File: config.mk
export PLATFORM = sky130hd
export DESIGN_NAME = seq_mult_32bit_flat
export DESIGN_NICKNAME = d
export VERILOG_FILES = /design/src/rtl/seq_mult_pkg.sv /design/src/rtl/seq_mult_32bit_if.sv /design/src/rtl/booth_step.sv /design/src/rtl/seq_mult_32bit.sv /design/src/flat_wrapper.sv
export SDC_FILE = /design/constraint.sdc
export NUM_CORES = 1
export LEC_CHECK = 0
export CORE_MARGIN = 8
export CORE_UTILIZATION = 53
export CTS_BUF_LIST = sky130_fd_sc_hd__clkbuf_4
export DETAILED_ROUTE_END_ITERATION = 6
export GPL_ROUTABILITY_DRIVEN = 1
export PLACE_DENSITY_LB_ADDON = 0.3
export SLEW_MARGIN = 25
export SYNTH_ARGS = -nofsm -noshare
export SYNTH_HDL_FRONTEND = slang
export SYNTH_SLANG_ARGS = --single-unit
File: constraint.sdc
create_clock -name clock -period 4.9 [get_ports clock]
set_clock_uncertainty 0.05 [all_clocks]
set_input_delay 0.98 -clock clock [delete_from_list [all_inputs] [get_ports clock]]
set_output_delay 0.98 -clock clock [all_outputs]
set_load 0.01 [all_outputs]
File: src/rtl/seq_mult_pkg.sv
// Shared definitions for the iterative Booth multiplier.
//   state_t    : FSM encoding (IDLE, RUN, DONE)
//   MULT_WIDTH : operand/result width
//   MULT_ITERS : Booth iterations per product (one recoded bit per clock)
//   CNT_W      : iteration counter width
package seq_mult_pkg;

   typedef enum logic [1:0] {
      IDLE = 2'd0,
      RUN  = 2'd1,
      DONE = 2'd2
   } state_t;

   localparam int unsigned MULT_WIDTH = 32;
   localparam int unsigned MULT_ITERS = 32;
   localparam int unsigned CNT_W      = 6;

endpackage

File: src/rtl/seq_mult_32bit_if.sv
// Start/ready handshake bundle between the execute stage and the multiplier.
//   start    : request, accepted only while the multiplier is not busy
//   A, B     : two's complement operands, captured at the accepting edge
//   result   : low WIDTH bits of A*B, held until the next accepted start
//   overflow : product does not fit in WIDTH signed bits, held like result
//   ready    : one-cycle pulse, result/overflow valid
//   busy     : multiplication in progress; the pipeline stalls on it
// master: requester (execute stage / bench); slave: the multiplier.
interface seq_mult_32bit_if
   import seq_mult_pkg::*;
#(
   parameter int unsigned WIDTH = MULT_WIDTH
) ();

   logic             start;
   logic [WIDTH-1:0] A;
   logic [WIDTH-1:0] B;
   logic [WIDTH-1:0] result;
   logic             overflow;
   logic             ready;
   logic             busy;

   modport master (
      output start, A, B,
      input  result, overflow, ready, busy
   );

   modport slave (
      input  start, A, B,
      output result, overflow, ready, busy
   );

endinterface

File: src/rtl/booth_step.sv
// One radix-2 Booth iteration, purely combinational.
//   p_in  : partial product register {acc, multiplier bits, previous bit}
//   m     : multiplicand sign-extended by one bit
//   p_out : p_in after the add/sub/none select and an arithmetic shift right
module booth_step
   import seq_mult_pkg::*;
#(
   parameter int unsigned WIDTH = MULT_WIDTH
) (
   input  logic [2*WIDTH+1:0] p_in,
   input  logic [WIDTH:0]     m,
   output logic [2*WIDTH+1:0] p_out
);

   logic [WIDTH:0] acc;

   always_comb begin
      acc = p_in[2*WIDTH+1:WIDTH+1];
      unique case (p_in[1:0])
         2'b01:   acc = p_in[2*WIDTH+1:WIDTH+1] + m;
         2'b10:   acc = p_in[2*WIDTH+1:WIDTH+1] - m;
         default: acc = p_in[2*WIDTH+1:WIDTH+1];
      endcase
      // Arithmetic shift of {acc, p_in[WIDTH:0]}: replicate the accumulator sign.
      p_out = {acc[WIDTH], acc, p_in[WIDTH:1]};
   end

endmodule

File: src/rtl/seq_mult_32bit.sv
// Iterative signed multiplier for the execute stage, radix-2 Booth, one
// recoded multiplier bit per clock; ready pulses 32 cycles after acceptance.
//   clock   : rising-edge clock
//   reset_n : asynchronous active-low reset, discards any in-flight product
//   bus     : start/A/B request side, result/overflow/ready/busy response side
module seq_mult_32bit
   import seq_mult_pkg::*;
#(
   parameter int unsigned WIDTH = MULT_WIDTH
) (
   input logic           clock,
   input logic           reset_n,
   seq_mult_32bit_if.slave bus
);

   localparam logic [CNT_W-1:0] LAST = CNT_W'(MULT_ITERS - 1);

   state_t               state;
   state_t               state_nxt;
   logic [2*WIDTH+1:0]   p;
   logic [2*WIDTH+1:0]   p_step;
   logic [WIDTH:0]       m;
   logic [CNT_W-1:0]     count;
   logic                 accept;
   logic                 last_iter;

   booth_step #(.WIDTH(WIDTH)) u_step (
      .p_in  (p),
      .m     (m),
      .p_out (p_step)
   );

   always_comb begin
      state_nxt = state;
      accept    = 1'b0;
      last_iter = 1'b0;
      unique case (state)
         IDLE: begin
            accept = bus.start;
            if (bus.start) state_nxt = RUN;
         end
         RUN: begin
            last_iter = (count == LAST);
            if (count == LAST) state_nxt = DONE;
         end
         DONE: begin
            accept    = bus.start;
            state_nxt = bus.start ? RUN : IDLE;
         end
         default: state_nxt = IDLE;
      endcase
   end

   always_ff @(posedge clock or negedge reset_n) begin
      if (!reset_n) state <= IDLE;
      else          state <= state_nxt;
   end

   always_ff @(posedge clock or negedge reset_n) begin
      if (!reset_n) begin
         p            <= '0;
         m            <= '0;
         count        <= '0;
         bus.result   <= '0;
         bus.overflow <= 1'b0;
         bus.ready    <= 1'b0;
         bus.busy     <= 1'b0;
      end else begin
         // ready/busy are registered copies of the next state so no output
         // depends combinationally on start/A/B.
         bus.ready <= (state_nxt == DONE);
         bus.busy  <= (state_nxt == RUN);
         if (accept) begin
            p     <= {{(WIDTH+1){1'b0}}, bus.B, 1'b0};
            m     <= {bus.A[WIDTH-1], bus.A};
            count <= '0;
         end else if (state == RUN) begin
            p     <= p_step;
            count <= count + CNT_W'(1);
            if (last_iter) begin
               // Product is p_step[2W:1]; its bits [2W-1:W-1] must all match.
               bus.result   <= p_step[WIDTH:1];
               bus.overflow <= ~(&p_step[2*WIDTH:WIDTH] | ~|p_step[2*WIDTH:WIDTH]);
            end
         end
      end
   end

endmodule

File: src/flat_wrapper.sv
// flat-port wrapper written by rule: the top's interface ports become plain ports
module seq_mult_32bit_flat import seq_mult_pkg::*;
#(
   parameter int unsigned WIDTH = MULT_WIDTH
)
  (clock, reset_n, bus_start, bus_A, bus_B, bus_result, bus_overflow, bus_ready, bus_busy);
  seq_mult_32bit_if #(.WIDTH(WIDTH)) bus_i ();
  input logic clock;
  input logic reset_n;
  input wire logic [$bits(bus_i.start)-1:0] bus_start;
  input wire logic [$bits(bus_i.A)-1:0] bus_A;
  input wire logic [$bits(bus_i.B)-1:0] bus_B;
  output wire logic [$bits(bus_i.result)-1:0] bus_result;
  output wire logic [$bits(bus_i.overflow)-1:0] bus_overflow;
  output wire logic [$bits(bus_i.ready)-1:0] bus_ready;
  output wire logic [$bits(bus_i.busy)-1:0] bus_busy;
  assign bus_i.start = bus_start;
  assign bus_i.A = bus_A;
  assign bus_i.B = bus_B;
  assign bus_result = bus_i.result;
  assign bus_overflow = bus_i.overflow;
  assign bus_ready = bus_i.ready;
  assign bus_busy = bus_i.busy;
  seq_mult_32bit #(.WIDTH(WIDTH)) u_core (.clock(clock), .reset_n(reset_n), .bus(bus_i));
endmodule
==> results of run 1 <==
worst max path at each step:
stage / start / endpoint / slack (ns) / cells past startpoint
floorplan: u_core.m[4] / u_core.bus.overflow / 0.20 / 21
global placement: u_core.m[4] / u_core.bus.overflow / -0.30 / 21
detailed placement: u_core.m[4] / u_core.bus.overflow / -0.38 / 21
CTS: u_core.m[4] / u_core.bus.overflow / 0.008 / 21
global route: u_core.m[3] / u_core.bus.overflow / -0.41 / 21
finish: u_core.m[3] / u_core.bus.overflow / -0.11 / 22
per-stage QoR:
step / area, um^2 / worst slack [ns] / hold WS, ns / setup TNS, ns
floorplan: 8765 / 0.2000 / 0.4133 / 0
global placement: 10340 / -0.2984 / 0.4345 / -0.2984
detailed placement: 10340 / -0.3757 / 0.4395 / -0.3757
CTS: 10720 / 0.007786 / 0.3469 / 0
global route: 10940 / -0.4086 / 0.3794 / -0.4987
finish: 10940 / -0.1058 / 0.3433 / -0.1058
layer usage:
| layer | part of all wire | wire (um) | vias to the layer above | global-route usage |
|---|---|---|---|---|
| met5 | 0 | 0 | - | 0 |
| met3 | 0.083 | 2151 | 41 | 0.07131 |
| met2 | 0.46 | 11810 | 302 | 0.3927 |
| met1 | 0.44 | 11360 | 4035 | 0.3339 |
| li1 | - | - | 3902 | - |
| met4 | 0.023 | 593 | 0 | 0.09200 |
registers in the layout, indices dropped and copies added, names as in the netlist:
register             cells
u_core.p                65
u_core.bus.result       32
u_core.m                32
u_core.count             6
u_core.state             2
u_core.bus.busy          1
u_core.bus.overflow      1
u_core.bus.ready         1
synthesized netlist by cell type, types with 3 or more instances:
master and count:
buf_2 9, nand3b_1 3, and4_1 3, a22o_1 19, clkbuf_1 41, o21ai_0 55
dfrtp_1 140, nand3_1 18, a22oi_1 35, o211a_1 3, nand2b_1 5, nand4_1 19
mux2i_1 5, nor4_1 16, a21o_1 9, o31ai_1 10, nand2_1 213, a41oi_1 3
ha_1 35, nor3_1 24, mux2_2 34, or3_1 7, nor3b_1 4, and2_1 7
a31oi_1 7, inv_1 24, a211oi_1 6, nor2b_1 10, o211ai_1 6, nor4bb_1 3
buf_1 7, xnor2_1 32, and3_1 7, a21oi_1 49, nor2_1 74, o21a_1 5
or4_1 4, a221oi_1 3, xor2_1 8, and3b_1 3, a21boi_0 3
worst max-delay path: cells and delay by family, from the launching register on:
kind	cells	cell delay, ns
AOI/OAI and AO/OA	5	0.86
xor gates and xnor gates	1	0.16
adders and majority gates	1	0.38
buffers and inverters	3	0.34
DFF	1	0.41
and+or+nand+nor	12	2.73
cells by family (layout without fill, tap and decap cells):
family,Yosys count,count (layout),share of synthesized area
AO/OA/AOI/OAI,245,245,0.1937
buffers and inverters,81,226,0.03598
AND/OR/NAND/NOR,431,431,0.2290
XOR/XNOR,40,40,0.03997
adder cells (fa/ha/maj),36,36,0.05225
flip-flops,140,140,0.3997
multiplexers,39,39,0.04939
repair_timing:
action,CTS,global route
pin swaps,2,27
endpoints found under the setup margin,1,4
gates resized for setup,17,39
buffers inserted,1,6
final cells by class:
type	instances	area (um^2)
Fill cell	1348	5413
Multi-Input combinational cell	791	5233
Sequential cell	140	3503
Timing Repair Buffer	171	1538
Tap cell	220	275.3
Clock inverter	14	168.9
Clock buffer	17	127.6
Inverter	24	90.09
==> impl_metrics.yaml, run 1 <==
run_status:
  status: "finished with violations"
  violations: "negative setup slack"
timing:
  fmax_mhz: 199.8
  maxSlewHeadroom: 0.5014
  setup_viol: 1
  report.final.slew_viol_count: 0
  fin_crit_ns: 5.006
  worstMarginPinSlew_ns: 0.7480
  layout_setup_ws_ns: -0.1058
  hold_violations: 0
  rsz0062_at_grt: "true"
  timing.final.crit_share: 1.022
synth:
  synth_cells: 1012
  synth_edf_count: 0
  yosys_register_bits: 140
  synth_area_leaders: "dfrtp_1, nand2_1, ha_1, mux2_2, xnor2_1"
  syn_area_per_cell_um2: 8.661
  syn-num-nets: 1115
  async_reset_ff_frac: 1.000
  synth_top_area_share: 0.3997
  yosys.cell_types.count: 75
  ys.flop_type: "dfrtp_1"
  ys_seq_area_frac: 0.3997
  ys_warn_count: 0
  synth.largest_area_cell: "dfrtp_1"
  syn_area_um2: 8765
global_routing:
  grt_overflow: 0
  grt_max_degree: 72
  antenna_found_initial: 0
  grt_pass1_wl_um: 41700
  grt_pass1_vias: 8225
  track_usage: 0.2541
setup_path:
  rr_worst_depth: 22
  crit_path_end_kind: "flop"
  required_ns: 5.30
  r2r-start: "u_core.m[3]"
  reg2reg_slack_ns: -0.11
  worstPathArrival_ns: 5.40
  crit_type: "reg -> reg"
  crit_slowest_cell: "or4_4"
  start_kind: "flop"
  cp_max_fo: 5
  slowest_delay_ns: 0.52
  crit_chain: "or3_4 -> nor3_4 -> nand2b_1 -> nand2b_4 -> or4_4 -> nor2_4 -> a21o_1 -> buf_4 -> buf_4 -> o21ai_0 -> xnor2_1 -> ha_1 -> nand4_1 -> nor3_2 -> inv_1 -> a2111oi_4 -> or4_4 -> a31oi_4 -> nor4bb_4 -> nand4b_1 -> o41ai_2 -> nor2_1"
  r2r_end: "u_core.bus.overflow"
routing:
  drc_errors: 0
  drt_wl_total_um: 25910
  num_vias: 8280
  routedWlPerCell_um: 18.82
  dr.pass1.iters: 5
  ant_nets: 0
  drt-vias-per-instance: 6.013
  drt_iter0_drc: 750
layout:
  layout_common_cells: "nand2_1, dfrtp_1, clkdlybuf4s50_1"
  diodes: 0
  final_util: 0.6689
  syn_to_final_growth_pct: 24.77
  final_cells: 1377
  fin_nets: 1248
  mostFrequentLayoutCell: "nand2_1"
  drive_gt1_frac: 0.1668
job:
  drv_cap: 0
hold_path:
  hp-class: "in -> async"
placed_design:
  io_buffers: 101
  gp_congestion: 0.9917
  dp_cells: 1340
  place.detailed.hpwl_um: 18230
clock_tree:
  cts_buffer_depth: 2
  clk_latency_ns: 0.56
  cts_tree: "done"
  hold_buffers: 0
  numCtsBuffers: 17
  htree_levels: 4
  clkSinkCount: 140
  root_buffer: "clkbuf_4"
  path_clk_slew_ns: 0.14
floorplan:
  pin_count: 102
  core_area_um2: 16350
  die_width_um: 144.6
  fp.dieH_um: 144.6
  initial_core_util: 0.5361
  dieArea_um2: 20910
  rows: 47
Power of run 1 is not shown: default switching activity piles up to over one toggle a cycle in this logic, so the estimate is an artifact.
==> inputs of run 2 (changes only) <==
- GPL_TIMING_DRIVEN: not set -> 0
- MAX_ROUTING_LAYER: not set -> met4
==> run 2 against run 1 <==
Compared with the run above:
- the flow still finishes with violations (negative setup slack)
- critical path depth fell by 2
- via count rose by 1.0%
- hold slack improved by 0.0030 ns
- sequential share of layout area rose by 0.20 points
- register-to-register slack improved by 0.05 ns
- fmax rose by 1.0%
- critical endpoint unchanged
- setup slack improved by 0.051 ns
- routed wire length barely moved
- global-route usage rose by 0.74 points
- first-iteration DRC count fell by 4.9%
- die area did not move
- final cell count rose by 0.58%
==> impl_metrics.yaml, run 2 (synthesized netlist as in run 1, its figures left out) <==
run_status:
  status: "finished with violations"
  violations: "negative setup slack"
global_routing:
  grt_use_met1: 0.3209
  track_usage: 0.2615
  met3_usage: 0.06438
  use_met2: 0.4157
  grt_pass1_vias: 8147
  grt_pass1_wl_um: 41500
  grt_overflow: 0
  antenna_found_initial: 1
  top_usage_layer: "met2"
  grt_max_degree: 85
routing:
  drt-vias-per-instance: 6.040
  ant_nets: 0
  routedWlPerCell_um: 18.71
  num_vias: 8365
  dr.pass1.iters: 6
  drt_wl_total_um: 25920
  drc_errors: 0
  drt_iter0_drc: 713
setup_path:
  r2r_end: "u_core.bus.overflow"
  crit_slowest_cell: "or4_4"
  cp_top_family: "simple AND/OR/NAND/NOR gates"
  required_ns: 5.27
  cpMostUsedCell: "xnor2_1"
  rr_worst_depth: 20
  crit_buf_inv: 0
  worstPathArrival_ns: 5.32
  slowest_delay_ns: 0.44
  crit_chain: "or3_4 -> nor3_4 -> nand2b_1 -> nand2b_4 -> or4_4 -> nor2_4 -> a21o_4 -> o21ai_1 -> xnor2_1 -> ha_1 -> and2_4 -> and4_1 -> or3b_1 -> a21oi_1 -> nor2_2 -> o21ai_2 -> mux2i_1 -> xnor2_1 -> o41ai_2 -> nor2_1"
  r2r-start: "u_core.m[2]"
  crit_path_end_kind: "flop"
  crit_type: "reg -> reg"
  cp_max_fo: 6
  start_kind: "flop"
  reg2reg_slack_ns: -0.05
  cp.depth: 20
placed_design:
  io_buffers: 101
  dp_slack_ns: -0.9256
  gp_congestion: 0.9652
  place.detailed.hpwl_um: 19330
layout:
  fin_nets: 1254
  layout_common_cells: "nand2_1, dfrtp_1, clkdlybuf4s50_1"
  drive_gt1_frac: 0.1435
  largest_register_ffs: 65
  mostFrequentLayoutCell: "nand2_1"
  top_regs: "u_core.p: 65 flops, u_core.bus.result: 32 flops, u_core.m: 32 flops"
  top_register: "u_core.p"
  syn_to_final_growth_pct: 24.00
clock_tree:
  cts_buffer_depth: 2
  path_clk_slew_ns: 0.14
  numCtsBuffers: 17
  htree_levels: 4
  cts_tree: "done"
  hold_buffers: 0
  clkSinkCount: 140
  clk_latency_ns: 0.54
  root_buffer: "clkbuf_4"
floorplan:
  fp.dieH_um: 144.6
  pin_count: 102
  dieArea_um2: 20910
  initial_core_util: 0.5361
  die_width_um: 144.6
  rows: 47
  core_area_um2: 16350
timing:
  timing.final.crit_share: 1.011
  hold_violations: 0
  report.final.slew_viol_count: 0
  setup_viol: 1
  layout_setup_ws_ns: -0.05456
  maxSlewHeadroom: 0.3757
  fmax_mhz: 201.8
  worstMarginPinSlew_ns: 0.9294
  fin_crit_ns: 4.955
  rsz0062_at_grt: "true"
job:
  drv_cap: 0
hold_path:
  hp-class: "in -> async"
-- run 2: cell count changes in the layout (fill, tap and decap cells not counted), sizes merged --
cell	delta
inv	+4
buf	-31
clkinv	-3
clkbuf	+38
diode	+1
clkinvlp	-1
-- run 2: layout make-up --
cell class	count	area, um^2
Fill cell	1355	5480
Multi-Input combinational cell	791	5240
Sequential cell	140	3503
Timing Repair Buffer	125	1220
Tap cell	220	275.3
Buffer	52	219.0
Clock inverter	14	182.7
Clock buffer	18	135.1
Inverter	24	90.09
Antenna cell	1	2.502
-- run 2: worst reg2reg max path: stages (launching register included) --
cell,delay [ns]
dfrtp_1,0.42
or3_4,0.42
nor3_4,0.14
nand2b_1,0.12
nand2b_4,0.16
or4_4,0.44
nor2_4,0.14
a21o_4,0.17
o21ai_1,0.08
xnor2_1,0.19
ha_1,0.39
and2_4,0.20
and4_1,0.24
or3b_1,0.35
a21oi_1,0.15
nor2_2,0.09
o21ai_2,0.14
mux2i_1,0.30
xnor2_1,0.16
o41ai_2,0.42
nor2_1,0.08
-- run 2: repair_timing --
item | CTS | global route
pin swaps | 24 | 22
gates resized for setup | 43 | 30
setup buffers | 17 | 6
setup endpoints to repair | 8 | 5
-- run 2: worst max-delay path by stage --
stage                start                   to  slack [ns]
2_1_floorplan  u_core.m[4]  u_core.bus.overflow        0.20
3_3_place_gp       reset_n         u_core.p[59]       -2.79
3_5_place_dp   u_core.m[4]  u_core.bus.overflow       -0.93
4_1_cts        u_core.m[4]  u_core.bus.overflow       -0.22
5_1_grt        u_core.m[2]  u_core.bus.overflow       -0.27
6_report       u_core.m[2]  u_core.bus.overflow       -0.05
-- run 2: stage by stage --
stage | cell area [um^2] | TNS [ns] | hold slack [ns] | instances | util
2_1_floorplan | 8765 | 0 | 0.4133 | 1012 | -
3_3_place_gp | 10050 | -390.94 | 0.4313 | 1333 | 0.6148
3_5_place_dp | 10090 | -2.338 | 0.4366 | 1334 | 0.6173
4_1_cts | 10710 | -0.2246 | 0.3561 | 1381 | 0.6551
5_1_grt | 10870 | -0.3386 | 0.3684 | 1385 | 0.6648
6_report | 10870 | -0.05456 | 0.3463 | 1385 | 0.6648
-- run 2: metal layers --
layer / routed length (um) / part of all wire
met3: 1977 / 0.076
met1: 11010 / 0.42
met5: 0 / 0
met4: 742 / 0.029
met2: 12190 / 0.47
Power of run 2 is left out for the same reason.
